==> src/rtl/exp7_pkg.sv <==
// Shared definitions for the sequence display controller: state codes
// (also shown on the debug display) and the width of the on/off timer.
package exp7_pkg;

    // Timer width; the timer must hold T_ACESO-1 and T_APAGADO-1 (up to 65534).
    localparam int TIMER_W = 16;

    // State codes are fixed because they are shown on the hexa7seg display.
    typedef enum logic [3:0] {
        INICIAL = 4'd0,
        PREPARA = 4'd1,
        ACENDE  = 4'd2,
        APAGA   = 4'd3,
        PROXIMO = 4'd4,
        FIM     = 4'd5
    } estado_t;

endpackage

==> src/rtl/contador_m.sv <==
// Generic up-counter with synchronous clear (priority) and count enable.
// Used as the on/off timer of the display controller.
module contador_m #(
    parameter int W = 16
) (
    input  logic         i_clk,
    input  logic         i_rst,
    input  logic         i_zera,
    input  logic         i_conta,
    output logic [W-1:0] o_valor
);

    logic [W-1:0] r_valor;

    // Counter register: clear has priority over increment.
    always_ff @(posedge i_clk or posedge i_rst) begin
        // NOTE: sequential state uses non-blocking assignments so every
        // register samples the values from before the edge.
        if (i_rst) begin
            r_valor <= '0;
        end else if (i_zera) begin
            r_valor <= '0;
        end else if (i_conta) begin
            r_valor <= r_valor + 1'b1;
        end
    end

    assign o_valor = r_valor;

endmodule

==> src/rtl/exp7_controle_exibicao.sv <==
// Playback controller for the memorised LED sequence: lights each element
// for T_ACESO cycles, blanks for T_APAGADO cycles, then either advances the
// datapath address or finishes when the address reaches the sequence length.
// Optional feature: define EXP7_DB_ESTADO_EN to add the 4-bit db_estado port
// that exposes the current state code to the debug display.
module exp7_controle_exibicao
    import exp7_pkg::*;
#(
    parameter int T_ACESO   = 1000,
    parameter int T_APAGADO = 500
) (
    input  logic       clock,
    input  logic       reset,
    input  logic       iniciar,
    input  logic       abortar,
    input  logic       enderecoIgualSequencia,
    output logic       zeraE,
    output logic       contaE,
    output logic       leds_ativos,
    output logic       ocupado,
`ifdef EXP7_DB_ESTADO_EN
    output logic       fim_exibicao,
    output logic [3:0] db_estado
`else
    output logic       fim_exibicao
`endif
);

    // Last timer value of each phase; the timer is cleared on leaving a
    // phase, so it never wraps inside a state.
    localparam logic [TIMER_W-1:0] ULTIMO_ACESO   = TIMER_W'(T_ACESO - 1);
    localparam logic [TIMER_W-1:0] ULTIMO_APAGADO = TIMER_W'(T_APAGADO - 1);

    estado_t              r_estado;
    estado_t              w_proximo;
    logic                 w_zera_t;
    logic                 w_conta_t;
    logic [TIMER_W-1:0]   w_timer;

    // Phase timer, cleared and enabled by the FSM.
    contador_m #(
        .W (TIMER_W)
    ) u_timer (
        .i_clk   (clock),
        .i_rst   (reset),
        .i_zera  (w_zera_t),
        .i_conta (w_conta_t),
        .o_valor (w_timer)
    );

    // State register; reset drops straight back to the idle state.
    always_ff @(posedge clock or posedge reset) begin
        if (reset) begin
            r_estado <= INICIAL;
        end else begin
            r_estado <= w_proximo;
        end
    end

    // Next-state, timer control and Moore outputs decoded from the state.
    always_comb begin
        // NOTE: every signal gets a default before the case so no path
        // leaves one unassigned, which would infer a latch.
        w_proximo    = r_estado;
        w_zera_t     = 1'b1;
        w_conta_t    = 1'b0;
        zeraE        = 1'b0;
        contaE       = 1'b0;
        leds_ativos  = 1'b0;
        ocupado      = 1'b1;
        fim_exibicao = 1'b0;

        case (r_estado)
            INICIAL: begin
                ocupado = 1'b0;
                if (iniciar) begin
                    w_proximo = PREPARA;
                end
            end
            PREPARA: begin
                zeraE     = 1'b1;
                w_proximo = ACENDE;
            end
            ACENDE: begin
                leds_ativos = 1'b1;
                if (w_timer == ULTIMO_ACESO) begin
                    w_proximo = APAGA;
                end else begin
                    w_zera_t  = 1'b0;
                    w_conta_t = 1'b1;
                end
            end
            APAGA: begin
                // The address flag only matters on the final blank cycle.
                if (w_timer == ULTIMO_APAGADO) begin
                    w_proximo = enderecoIgualSequencia ? FIM : PROXIMO;
                end else begin
                    w_zera_t  = 1'b0;
                    w_conta_t = 1'b1;
                end
            end
            PROXIMO: begin
                contaE    = 1'b1;
                w_proximo = ACENDE;
            end
            FIM: begin
                fim_exibicao = 1'b1;
                w_proximo    = INICIAL;
            end
            default: begin
                // Unused codes are not a playback state: report idle and recover.
                ocupado   = 1'b0;
                w_proximo = INICIAL;
            end
        endcase

        // Abort overrides every other transition outside the idle state.
        if (abortar && (r_estado != INICIAL)) begin
            w_proximo = INICIAL;
            w_zera_t  = 1'b1;
            w_conta_t = 1'b0;
        end
    end

`ifdef EXP7_DB_ESTADO_EN
    // State code straight to the debug display.
    assign db_estado = r_estado;
`endif

endmodule

==> config.mk <==
export PLATFORM = sky130hd
export DESIGN_NAME = exp7_controle_exibicao
export DESIGN_NICKNAME = d
export VERILOG_FILES = /design/src/rtl/exp7_pkg.sv /design/src/rtl/contador_m.sv /design/src/rtl/exp7_controle_exibicao.sv
export SDC_FILE = /design/constraint.sdc
export NUM_CORES = 1
export LEC_CHECK = 0
export BUFFER_PORTS_ARGS = -buffer_cell sky130_fd_sc_hd__clkbuf_2
export CAP_MARGIN = 20
export CELL_PAD_IN_SITES_DETAIL_PLACEMENT = 1
export CELL_PAD_IN_SITES_GLOBAL_PLACEMENT = 2
export CORE_ASPECT_RATIO = 0.9
export CORE_MARGIN = 2
export CORE_UTILIZATION = 35
export DETAILED_ROUTE_END_ITERATION = 10
export HOLD_SLACK_MARGIN = 0.12
export PLACE_DENSITY_LB_ADDON = 0.12
export SYNTH_ARGS = -nofsm -noshare
export SYNTH_HDL_FRONTEND = slang
export SYNTH_HIERARCHICAL = 1
export SYNTH_SLANG_ARGS = --single-unit
==> constraint.sdc <==
create_clock -name clock -period 3.4 [get_ports clock]
set_clock_uncertainty 0.2 [all_clocks]
set_input_delay 0 -clock clock [delete_from_list [all_inputs] [get_ports clock]]
set_output_delay 0 -clock clock [all_outputs]
set_load 0.005 [all_outputs]
==> run_results.csv <==
group,metric,value,unit
outcome,status,"finished clean",
worst_setup_path,path_max_fanout,11,
floorplanning,die-area,3596,um2
clock_tree,htree_levels,1,
pwr,ir_drop,0.2185,mV
timing,worst_pin_slew,0.6324,ns
route,final_antenna_net_count,0,
global_routing,grt_max_degree,17,
pwr,seq_power_share,49.8,%
route,drc,0,
clock_tree,numCtsBuffers,3,
worst_hold_path,hold_class,"in2async",
route,routed-via-count,933,
global_routing,grt_pass1_vias,996,
place,gp_congestion,0.7438,
clock_tree,cts_tree,"yes",
clock_tree,cts-hold-fix-buffers,5,
floorplanning,die_y,57.09,um
final_layout,multi_input_area,576.8,um2
final_layout,drive_above_1_share,12.41,%
timing,setup_violations,0,
worst_setup_path,path_class,"reg2reg",
pwr,p_sw_share,33.33,%
worst_setup_path,start_kind,"register",
timing,finalCriticalPeriod,2.914,ns
route,drt-total-wl,2.506,mm
worst_setup_path,critical-path-max-stage-delay,0.53,ns
clock_tree,cts.path.max_buffers,2,
final_layout,instances_no_fill,179,
pwr,cellLeakagePower,0.5161,nW
yosys,synth_area,1096,um2
timing,slew_headroom,57.80,%
floorplanning,num_rows,19,
global_routing,antenna_found_initial,0,
timing,finalSetupTns,0,ns
worst_setup_path,path_cells,"nand2b_1, nor2_1, o21ai_1, buf_4, inv_1, o211ai_1, or4_4, or3_1, a21oi_1",
global_routing,grt.total_usage,16.21,%
place,port_buffers,9,
yosys,synthDistinctLibCells,35,
global_routing,grt_pass1_wl,4.616,mm
floorplanning,die_w,62.99,um
yosys,avgSynthCellArea,9.058,um2
final_layout,layout_common_cells,"dfrtp_1 (19), nor2_1 (18), clkbuf_2 (9)",
yosys,yosysSeqAreaShare,43.38,%
clock_tree,cts_resized,0,
worst_setup_path,cp.required,3.43,ns
place,hpwlAfterDp,1.856,mm
clock_tree,cts_sinks,19,
clock_tree,clk_latency,0.29,ns
pwr,power.share.combinational,29.0,%
route,wl_per_cell,14.00,um
pwr,internal-power,0.0003586,W
worst_setup_path,end_kind,"register",
worst_setup_path,worstSetupStartpoint,"r_estado[2]$_DFFE_PP0P_",
global_routing,grt_overflow,0,
pwr,pwr-share-clk,21.2,%
yosys,netlist_instances,121,
yosys,synth_nets,127,
route,vias_per_cell,5.212,
pwr,p_sw,0.0001792,W
timing,fin_crit_sh,85.72,%
worst_setup_path,cp.arrival,2.94,ns
final_layout,layout_commonest_cell,"dfrtp_1",
worst_setup_path,rr_startpoint,"r_estado[2]$_DFFE_PP0P_",
final_layout,area_delta_synth_final,15.64,%
yosys,synth_top_area_share,43.38,%
worst_setup_path,crit_path_top_delay_cell,"or4_4",
timing,hold_viol_final,0,
timing,timing.fmax,343.1,MHz
yosys,synth-seq-cells,19,
floorplanning,ioPinCount,10,
worst_setup_path,ff2ff_path_depth,9,
worst_setup_path,r2r-end,"u_timer/o_valor[15]$_DFFE_PP0P_",
worst_setup_path,regToRegSetupSlack,0.49,ns
route,drt_iter0_drc,29,
final_layout,diodes,0,
timing,slew_viol_final,0,
floorplanning,initial_utilization,36.30,%
final_layout,nets,144,
pwr,p_per_area,424.3,nW/um2
route,drt_pass1_iterations,4,
clock_tree,post-cts-setup-buffers,0,
clock_tree,clockRootBuffer,"clkbuf_4",
flow_run,maxCapViolCount,0,
final_layout,n_fill_cell,369,
clock_tree,cts.reportedPaths.clkPinSlew,0.11,ns
yosys,yosys.area.top_type,"dfrtp_1",
floorplanning,core,3019,um2
final_layout,seq_area,475.5,um2
yosys,ys_top_cells_by_area,"dfrtp_1 (43%), xnor2_1 (6.4%), nor2_1 (6.2%), nor3_1 (3.7%), xor2_1 (3.2%)",
place,dpl.cell_count,170,
yosys,yosys_warnings,6,
timing,rsz0062_at_grt,"false",
stage by stage:
step	worst slack (ns)	cell area (um2)	total power (W)	hold WS (ns)	util, %
after floorplan	0.7759	1096	0.0003633	-0.4464	-
after global placement	0.6237	1191	0.0004102	-0.3356	39.45
after detailed placement	0.5319	1191	0.0004128	-0.3280	39.45
after CTS	0.5013	1267	0.0005442	0.1563	41.98
after global routing	0.2388	1267	0.0005811	0.1745	41.98
final	0.4855	1267	0.0005378	0.1140	41.98
cells in the mapped netlist:
master / number
o311a_1: 1
inv_1: 7
o21ai_1: 1
a211o_1: 1
nor2b_1: 2
nand4b_1: 1
nand4bb_1: 1
buf_2: 2
and4b_1: 1
nand4_1: 4
xor2_1: 4
o31a_1: 1
dfrtp_1: 19
ha_1: 1
and3_1: 2
nand4_4: 1
nor4b_2: 1
nand2_1: 7
or4_1: 1
or4_4: 1
nand3_1: 3
mux2i_1: 1
xnor2_1: 8
nor2_1: 18
or3_1: 2
nand2b_1: 3
clkbuf_1: 2
or2_0: 1
a21oi_1: 6
nor4b_1: 1
o211ai_1: 1
and4_1: 1
nor3_1: 8
o21ai_0: 5
o31ai_1: 2
layer usage:
metal	vias to the layer above	GRT usage (%)	wire length (um)
met4	0	5.397	39
met3	4	3.748	66
met2	10	25.53	1097
li1	463	-	-
met1	456	22.18	1303
met5	-	0	0
critical path: cells and delay by family, from the launching register on:
family,cells,cell delay (ns)
AND/OR/NAND/NOR,4,1.32
AO/OA/AOI/OAI,3,0.48
buffers and inverters,2,0.39
flip-flops,1,0.46
power by group through the flow:
stage	Sequential, W	Combinational (W)	Clock (W)
after detailed placement	0.000271	0.000142	0
after global routing	0.000272	0.000179	0.000130
final	0.000268	0.000156	0.000114
after CTS	0.000267	0.000157	0.000121
after global placement	0.000270	0.000140	0
after floorplan	0.000255	0.000108	0
worst max path at each step:
stage | to | slack (ns)
2_1_floorplan | u_timer/o_valor[15]$_DFFE_PP0P_ | 0.78
3_3_place_gp | u_timer/o_valor[15]$_DFFE_PP0P_ | 0.62
3_5_place_dp | u_timer/o_valor[15]$_DFFE_PP0P_ | 0.53
4_1_cts | u_timer/o_valor[15]$_DFFE_PP0P_ | 0.50
5_1_grt | u_timer/o_valor[12]$_DFFE_PP0P_ | 0.24
6_report | u_timer/o_valor[15]$_DFFE_PP0P_ | 0.49
flip-flops by register name, indices dropped and copies added (netlist names):
signal and flops:
r_estado 3, u_timer/o_valor 16
cells by family (layout without fill, tap and decap cells):
logic type | after synthesis | after routing | synth area share (%)
AOI/OAI and AO/OA | 18 | 18 | 10.05
xor gates and xnor gates | 12 | 12 | 9.589
adders and majority gates | 1 | 1 | 1.141
buffers and inverters | 11 | 27 | 3.996
DFF | 19 | 19 | 43.38
muxes | 1 | 1 | 0.9133
and+or+nand+nor | 59 | 59 | 30.94
final cells by class:
cell class,instances,share of cell area [%]
Clock buffer,4,2.073
Inverter,7,2.073
Multi-Input combinational cell,91,45.51
Sequential cell,19,37.51
Tap cell,42,4.146
Timing Repair Buffer,16,8.687
Note: power is estimated with default switching activity, not from simulation.
